### config.mk
export PLATFORM = sky130hd
export DESIGN_NAME = tagged_cr_file_flat
export DESIGN_NICKNAME = d
export VERILOG_FILES = /design/src/rtl/tagged_cr_file_pkg.sv /design/src/rtl/tagged_cr_file_if.sv /design/src/rtl/tagged_cr_file_slot.sv /design/src/rtl/tagged_cr_file.sv /design/src/flat_wrapper.sv
export SDC_FILE = /design/constraint.sdc
export NUM_CORES = 1
export LEC_CHECK = 0
export ABC_AREA = 1
export ABC_CLOCK_PERIOD_IN_PS = 8100
export BUFFER_PORTS_ARGS = -buffer_cell sky130_fd_sc_hd__buf_4
export CORE_AREA = 2 2 117 96
export DETAILED_ROUTE_END_ITERATION = 8
export DIE_AREA = 0 0 119 98
export PLACE_DENSITY = 0.86
export SYNTH_ARGS = -nofsm -noshare
export SYNTH_HDL_FRONTEND = slang
export SYNTH_SLANG_ARGS = --single-unit
### constraint.sdc
create_clock -name clk -period 8.1 [get_ports clk]
set_input_delay 0.81 -clock clk [delete_from_list [all_inputs] [get_ports clk]]
set_output_delay 0.81 -clock clk [all_outputs]
set_load 0.05 [all_outputs]
### src/rtl/tagged_cr_file_pkg.sv
// Shared PowerPC CR types: field count/width defaults and the big-endian field type.
package ppc_types;
  localparam int CR_NUM_FIELDS  = 8;
  localparam int CR_FIELD_WIDTH = 4;
  typedef logic [0:3] cr_field_t;
endpackage

### src/rtl/tagged_cr_file_if.sv
// Result-bus / rename / read bundle of the tagged CR file. Masks and values are
// big-endian: field 0 is the leftmost bit/nibble.
interface tagged_cr_file_if #(
  parameter int RS_ID_WIDTH  = 5,
  parameter int NUM_FIELDS   = ppc_types::CR_NUM_FIELDS,
  parameter int FIELD_WIDTH  = ppc_types::CR_FIELD_WIDTH,
  parameter int NUM_WR_PORTS = 2
);
  localparam int BW = $clog2(NUM_FIELDS + 1);

  logic [0:NUM_FIELDS-1]                                read_value_valid;
  logic [0:NUM_FIELDS*FIELD_WIDTH-1]                    read_value;
  logic [0:NUM_FIELDS-1][RS_ID_WIDTH-1:0]               read_rs_id;
  logic [NUM_WR_PORTS-1:0][0:NUM_FIELDS-1]              write_enable;
  logic [NUM_WR_PORTS-1:0][0:NUM_FIELDS*FIELD_WIDTH-1]  write_value;
  logic [NUM_WR_PORTS-1:0][RS_ID_WIDTH-1:0]             write_rs_id;
  logic [0:NUM_FIELDS-1]                                update_enable;
  logic [RS_ID_WIDTH-1:0]                               update_rs_id;
  logic                                                 flush;
  logic [BW-1:0]                                        busy_count;

  modport master (
    output write_enable, write_value, write_rs_id, update_enable, update_rs_id, flush,
    input  read_value_valid, read_value, read_rs_id, busy_count
  );
  modport slave (
    input  write_enable, write_value, write_rs_id, update_enable, update_rs_id, flush,
    output read_value_valid, read_value, read_rs_id, busy_count
  );
endinterface

### src/rtl/tagged_cr_file_slot.sv
// One renamed CR field: tag match against the result ports, lowest port wins.
// CR_FILE_BYPASS_EN forwards the winning write to the read outputs in the same cycle.
module cr_field_slot #(
  parameter int RS_ID_WIDTH  = 5,
  parameter int FIELD_WIDTH  = 4,
  parameter int NUM_WR_PORTS = 2
) (
  input  logic                                      clk,
  input  logic                                      rst,
  input  logic [NUM_WR_PORTS-1:0]                   wr_en,
  input  logic [NUM_WR_PORTS-1:0][FIELD_WIDTH-1:0]  wr_val,
  input  logic [NUM_WR_PORTS-1:0][RS_ID_WIDTH-1:0]  wr_tag,
  input  logic                                      upd_en,
  input  logic [RS_ID_WIDTH-1:0]                    upd_tag,
  input  logic                                      flush,
  output logic                                      rd_valid,
  output logic [FIELD_WIDTH-1:0]                    rd_value,
  output logic [RS_ID_WIDTH-1:0]                    rd_tag,
  output logic                                      valid_nxt
);
  logic                   valid_q;
  logic [FIELD_WIDTH-1:0] value_q, value_nxt, hit_val;
  logic [RS_ID_WIDTH-1:0] tag_q, tag_nxt;
  logic                   hit;

  // Walk ports high to low so the lowest matching index overrides.
  always_comb begin
    hit     = 1'b0;
    hit_val = value_q;
    for (int p = NUM_WR_PORTS - 1; p >= 0; p--) begin
      if (wr_en[p] && !valid_q && (wr_tag[p] == tag_q)) begin
        hit     = 1'b1;
        hit_val = wr_val[p];
      end
    end
  end

  // A rename in the same cycle as a write keeps the data but reopens the field.
  always_comb begin
    valid_nxt = valid_q | hit;
    value_nxt = hit_val;
    tag_nxt   = tag_q;
    if (flush) begin
      valid_nxt = 1'b1;
    end else if (upd_en) begin
      valid_nxt = 1'b0;
      tag_nxt   = upd_tag;
    end
  end

  always_ff @(posedge clk or posedge rst) begin
    if (rst) begin
      valid_q <= 1'b1;
      value_q <= '0;
      tag_q   <= '0;
    end else begin
      valid_q <= valid_nxt;
      value_q <= value_nxt;
      tag_q   <= tag_nxt;
    end
  end

  assign rd_tag = tag_q;
`ifdef CR_FILE_BYPASS_EN
  assign rd_valid = valid_q | hit;
  assign rd_value = hit_val;
`else
  assign rd_valid = valid_q;
  assign rd_value = value_q;
`endif
endmodule

### src/rtl/tagged_cr_file.sv
// Tagged (renamed) condition-register file: NUM_FIELDS slots plus a registered busy count.
// Optional same-cycle write bypass under CR_FILE_BYPASS_EN.
module tagged_cr_file
  import ppc_types::*;
#(
  parameter int RS_ID_WIDTH  = 5,
  parameter int NUM_FIELDS   = CR_NUM_FIELDS,
  parameter int FIELD_WIDTH  = CR_FIELD_WIDTH,
  parameter int NUM_WR_PORTS = 2
) (
  input logic              clk,
  input logic              rst,
  tagged_cr_file_if.slave  bus
);
  localparam int BW = $clog2(NUM_FIELDS + 1);

  logic [0:NUM_FIELDS-1] valid_nxt;
  logic [BW-1:0]         busy_nxt, busy_q;

  for (genvar f = 0; f < NUM_FIELDS; f++) begin : g_slot
    logic [NUM_WR_PORTS-1:0]                  wr_en;
    logic [NUM_WR_PORTS-1:0][FIELD_WIDTH-1:0] wr_val;

    for (genvar p = 0; p < NUM_WR_PORTS; p++) begin : g_port
      assign wr_en[p]  = bus.write_enable[p][f];
      assign wr_val[p] = bus.write_value[p][f*FIELD_WIDTH +: FIELD_WIDTH];
    end

    cr_field_slot #(
      .RS_ID_WIDTH (RS_ID_WIDTH),
      .FIELD_WIDTH (FIELD_WIDTH),
      .NUM_WR_PORTS(NUM_WR_PORTS)
    ) u_slot (
      .clk      (clk),
      .rst      (rst),
      .wr_en    (wr_en),
      .wr_val   (wr_val),
      .wr_tag   (bus.write_rs_id),
      .upd_en   (bus.update_enable[f]),
      .upd_tag  (bus.update_rs_id),
      .flush    (bus.flush),
      .rd_valid (bus.read_value_valid[f]),
      .rd_value (bus.read_value[f*FIELD_WIDTH +: FIELD_WIDTH]),
      .rd_tag   (bus.read_rs_id[f]),
      .valid_nxt(valid_nxt[f])
    );
  end

  // Counted from next-state so the count lands on the same edge as the fields.
  always_comb begin
    busy_nxt = '0;
    for (int f = 0; f < NUM_FIELDS; f++) busy_nxt = busy_nxt + BW'(!valid_nxt[f]);
  end

  always_ff @(posedge clk or posedge rst) begin
    if (rst) busy_q <= '0;
    else     busy_q <= busy_nxt;
  end

  assign bus.busy_count = busy_q;
endmodule
### src/flat_wrapper.sv
// flat-port wrapper written by rule: the top's interface ports become plain ports
module tagged_cr_file_flat import ppc_types::*;
#(
  parameter int RS_ID_WIDTH  = 5,
  parameter int NUM_FIELDS   = CR_NUM_FIELDS,
  parameter int FIELD_WIDTH  = CR_FIELD_WIDTH,
  parameter int NUM_WR_PORTS = 2
)
  (clk, rst, bus_write_enable, bus_write_value, bus_write_rs_id, bus_update_enable, bus_update_rs_id, bus_flush, bus_read_value_valid, bus_read_value, bus_read_rs_id, bus_busy_count);
  tagged_cr_file_if #(.RS_ID_WIDTH(RS_ID_WIDTH), .NUM_FIELDS(NUM_FIELDS), .FIELD_WIDTH(FIELD_WIDTH), .NUM_WR_PORTS(NUM_WR_PORTS)) bus_i ();
  input logic clk;
  input logic rst;
  input wire logic [$bits(bus_i.write_enable)-1:0] bus_write_enable;
  input wire logic [$bits(bus_i.write_value)-1:0] bus_write_value;
  input wire logic [$bits(bus_i.write_rs_id)-1:0] bus_write_rs_id;
  input wire logic [$bits(bus_i.update_enable)-1:0] bus_update_enable;
  input wire logic [$bits(bus_i.update_rs_id)-1:0] bus_update_rs_id;
  input wire logic [$bits(bus_i.flush)-1:0] bus_flush;
  output wire logic [$bits(bus_i.read_value_valid)-1:0] bus_read_value_valid;
  output wire logic [$bits(bus_i.read_value)-1:0] bus_read_value;
  output wire logic [$bits(bus_i.read_rs_id)-1:0] bus_read_rs_id;
  output wire logic [$bits(bus_i.busy_count)-1:0] bus_busy_count;
  assign bus_i.write_enable = bus_write_enable;
  assign bus_i.write_value = bus_write_value;
  assign bus_i.write_rs_id = bus_write_rs_id;
  assign bus_i.update_enable = bus_update_enable;
  assign bus_i.update_rs_id = bus_update_rs_id;
  assign bus_i.flush = bus_flush;
  assign bus_read_value_valid = bus_i.read_value_valid;
  assign bus_read_value = bus_i.read_value;
  assign bus_read_rs_id = bus_i.read_rs_id;
  assign bus_busy_count = bus_i.busy_count;
  tagged_cr_file #(.RS_ID_WIDTH(RS_ID_WIDTH), .NUM_FIELDS(NUM_FIELDS), .FIELD_WIDTH(FIELD_WIDTH), .NUM_WR_PORTS(NUM_WR_PORTS)) u_core (.clk(clk), .rst(rst), .bus(bus_i));
endmodule
==> impl_metrics.py <==
metrics = {
    "yosys": {
        "synth_xor_area_share_pct": 0.151,
        "synth_area_um2": 5780,
        "ys_types": 22,
        "ys_seq_area_share_pct": 36.5,
        "synth.net_count": 996,
        "synth_top_family_by_area": "simple AND/OR/NAND/NOR gates",
        "synth.area.mux_share_pct": 0,
        "synth-simple-area-share_pct": 45.0,
        "synthCells": 883,
        "yosysWarnings": 0,
        "synth-seq-cells": 84,
        "syn_avg_cell_area_um2": 6.55,
        "synth_compound_area_share_pct": 3.46,
        "synth-adder-area-share_pct": 2.03,
    },
    "cts": {
        "post_cts_resize_count": 0,
        "root_buffer": "clkbuf_16",
        "clk_transition_reported_paths_ns": 0.06,
        "numCtsBuffers": 9,
        "ctsHoldBuffers": 0,
        "worstSkewPairLatency_ns": 0.34,
        "clock_path_buffers": 2,
        "cts_tree": "yes",
        "cts-htree-levels": 3,
        "cts_sinks": 84,
        "post-cts-setup-buffers": 0,
    },
    "grt": {
        "grt_max_degree": 85,
        "grt_pass1_vias": 5859,
        "grt-ovfl-total": 0,
        "grt_pass1_wl_um": 29300,
        "antenna_found_initial": 0,
        "grt_use_total_pct": 32.2,
    },
    "floorplanning": {
        "dieArea_um2": 11700,
        "rows": 34,
        "io_pins": 190,
        "core_area_um2": 10600,
        "chipHeight_um": 98,
        "die_w_um": 119,
        "start_util_pct": 54.6,
    },
    "layout": {
        "mostFrequentLayoutCells": "nand2_1, buf_4, inv_1, dfrtp_1, nand3_1",
        "drive_gt1_share_pct": 26.6,
        "multiInputGateArea_um2": 2930,
        "antenna_cells": 0,
        "fillCellCount": 907,
        "fin_cells": 1205,
        "stdcell_area_um2": 7550,
        "seqCellArea_um2": 2110,
        "layout_commonest_cell": "nand2_1",
        "area_growth_pct": 30.5,
        "nets": 1169,
    },
    "pwr": {
        "p_total_uw": 2070,
        "p_leak_uw": 0.00444,
        "vdd.ir_drop.worst_v": 0.000222,
        "powerDensity_nw_per_um2": 274,
    },
    "place": {
        "detailedPlacementHpwl_um": 13600,
        "portBuffers": 189,
        "place_area_um2": 7220,
        "dp.cells": 1189,
        "globalplace.congestion": 0.918,
    },
    "worst_hold_path": {
        "hp-class": "flip-flop to flip-flop",
    },
    "critical_path": {
        "critPathKind": "input port to flip-flop",
        "cp_data_arrival_time_ns": 4.29,
        "cp.required_ns": 8.32,
        "crit_fanout": 11,
        "start_kind": "input port",
        "worstSetupEndpointType": "flip-flop",
    },
    "status": {
        "status": "complete, no violations",
    },
    "timing": {
        "setup_tns_ns": 0,
        "maxSlewViolCount": 0,
        "timing.slew.headroom_pct": 27.4,
        "rsz0062_at_grt": "false",
        "finalCriticalPeriod_ns": 4.07,
        "whs_ns": 0.481,
        "tightest_slew_ns": 1.09,
        "setup_viol": 0,
        "final.period_utilization_pct": 50.3,
        "fmaxAchievable_ghz": 0.246,
        "fin_skew_ns": 0.00594,
        "finalHoldViolCount": 0,
    },
    "route": {
        "vias_per_cell": 5.10,
        "drt_iter0_markers": 465,
        "route.detailed.drc": 0,
        "wl_per_cell_um": 15.0,
        "drtAntennaViolNets": 0,
        "drt_first_pass_iters": 5,
        "wl_um": 18000,
        "vias": 6140,
    },
    "job": {
        "cap_viol_max_count": 0,
    },
}
## worst max-delay path: stages
cell and delay, ns:
buf_4 0.17, inv_1 0.36, nand2_1 0.32, nand2_1 0.25, ha_1 0.28, fa_1 0.53
fa_1 0.56, inv_1 0.06, fa_1 0.44, inv_1 0.10, fa_1 0.41
## routing by layer
layer / global-route usage (%) / part of all wire, %
met4: 11.6 / 2.8
met5: 0 / 0
met1: 43.6 / 42
met2: 52.1 / 47
met3: 5.55 / 9.1
## power breakdown
part	switching [µW]	internal [µW]
sequential	96.4	538
clock	171	278
combinational	688	294
## state kept, by name, indices dropped and copies added (netlist names)
register,cells
u_core.g_slot.u_slot.rd_value,32
u_core.bus.busy_count,4
u_core.g_slot.u_slot.rd_valid,8
u_core.g_slot.u_slot.rd_tag,40
## through the flow
stage / setup WS [ns] / utilization (%)
6_report: 4.03 / 71.3
5_1_grt: 3.94 / 71.3
4_1_cts: 4.08 / 71.3
3_5_place_dp: 3.73 / 68.2
2_1_floorplan: 4.11 / -
3_3_place_gp: 3.87 / 68.2
## path summary, 6_finish.rpt
kind / start / depth (start not counted) / to / slack, ns
max: bus_flush / 11 / u_core.bus.busy_count[1] / 4.03
min: u_core.g_slot[0].u_slot.rd_value[2] / 2 / u_core.g_slot[0].u_slot.rd_value[2] / 0.48
max reg2reg: u_core.g_slot[1].u_slot.rd_tag[4] / 14 / u_core.bus.busy_count[1] / 4.29
min reg2reg: u_core.g_slot[0].u_slot.rd_value[2] / 2 / u_core.g_slot[0].u_slot.rd_value[2] / 0.48
max in group asynchronous: rst / 3 / u_core.g_slot[6].u_slot.rd_tag[1] / 6.58
min in group asynchronous: rst / 3 / u_core.g_slot[5].u_slot.rd_value[3] / 0.80
## area by class of cell
cell class                      instances  area share [%]
Clock buffer                           10            3.17
Clock inverter                          6            1.16
Inverter                              152            7.64
Multi-Input combinational cell        619            38.8
Sequential cell                        84            28.0
Tap cell                              144            2.39
Timing Repair Buffer                  190            18.9
## Yosys cell counts
master / instances / share of area [%]
nor2_1: 64 / 4.2
fa_1: 4 / 1.4
inv_2: 20 / 1.3
dfrtp_1: 76 / 33
dfstp_2: 8 / 3.6
clkbuf_1: 8 / 0.52
nand3_2: 2 / 0.35
nor2_4: 21 / 4.1
ha_1: 3 / 0.65
nand3_1: 67 / 5.8
nand3_4: 6 / 1.8
o21ai_0: 40 / 3.5
inv_1: 130 / 8.4
xor2_1: 1 / 0.15
nand2_2: 9 / 0.97
nand2_1: 363 / 24
buf_2: 6 / 0.52
nor2_2: 7 / 0.76
buf_4: 13 / 1.7
buf_6: 1 / 0.19
inv_4: 2 / 0.22
nand4_1: 32 / 3.5
## cell families after synthesis
kind of cell	Yosys count
xor+xnor	1
fa+ha+maj	7
simple gates	571
flops	84
compound gates	40
buf+inv	180
(Power assumes the default switching activity.)
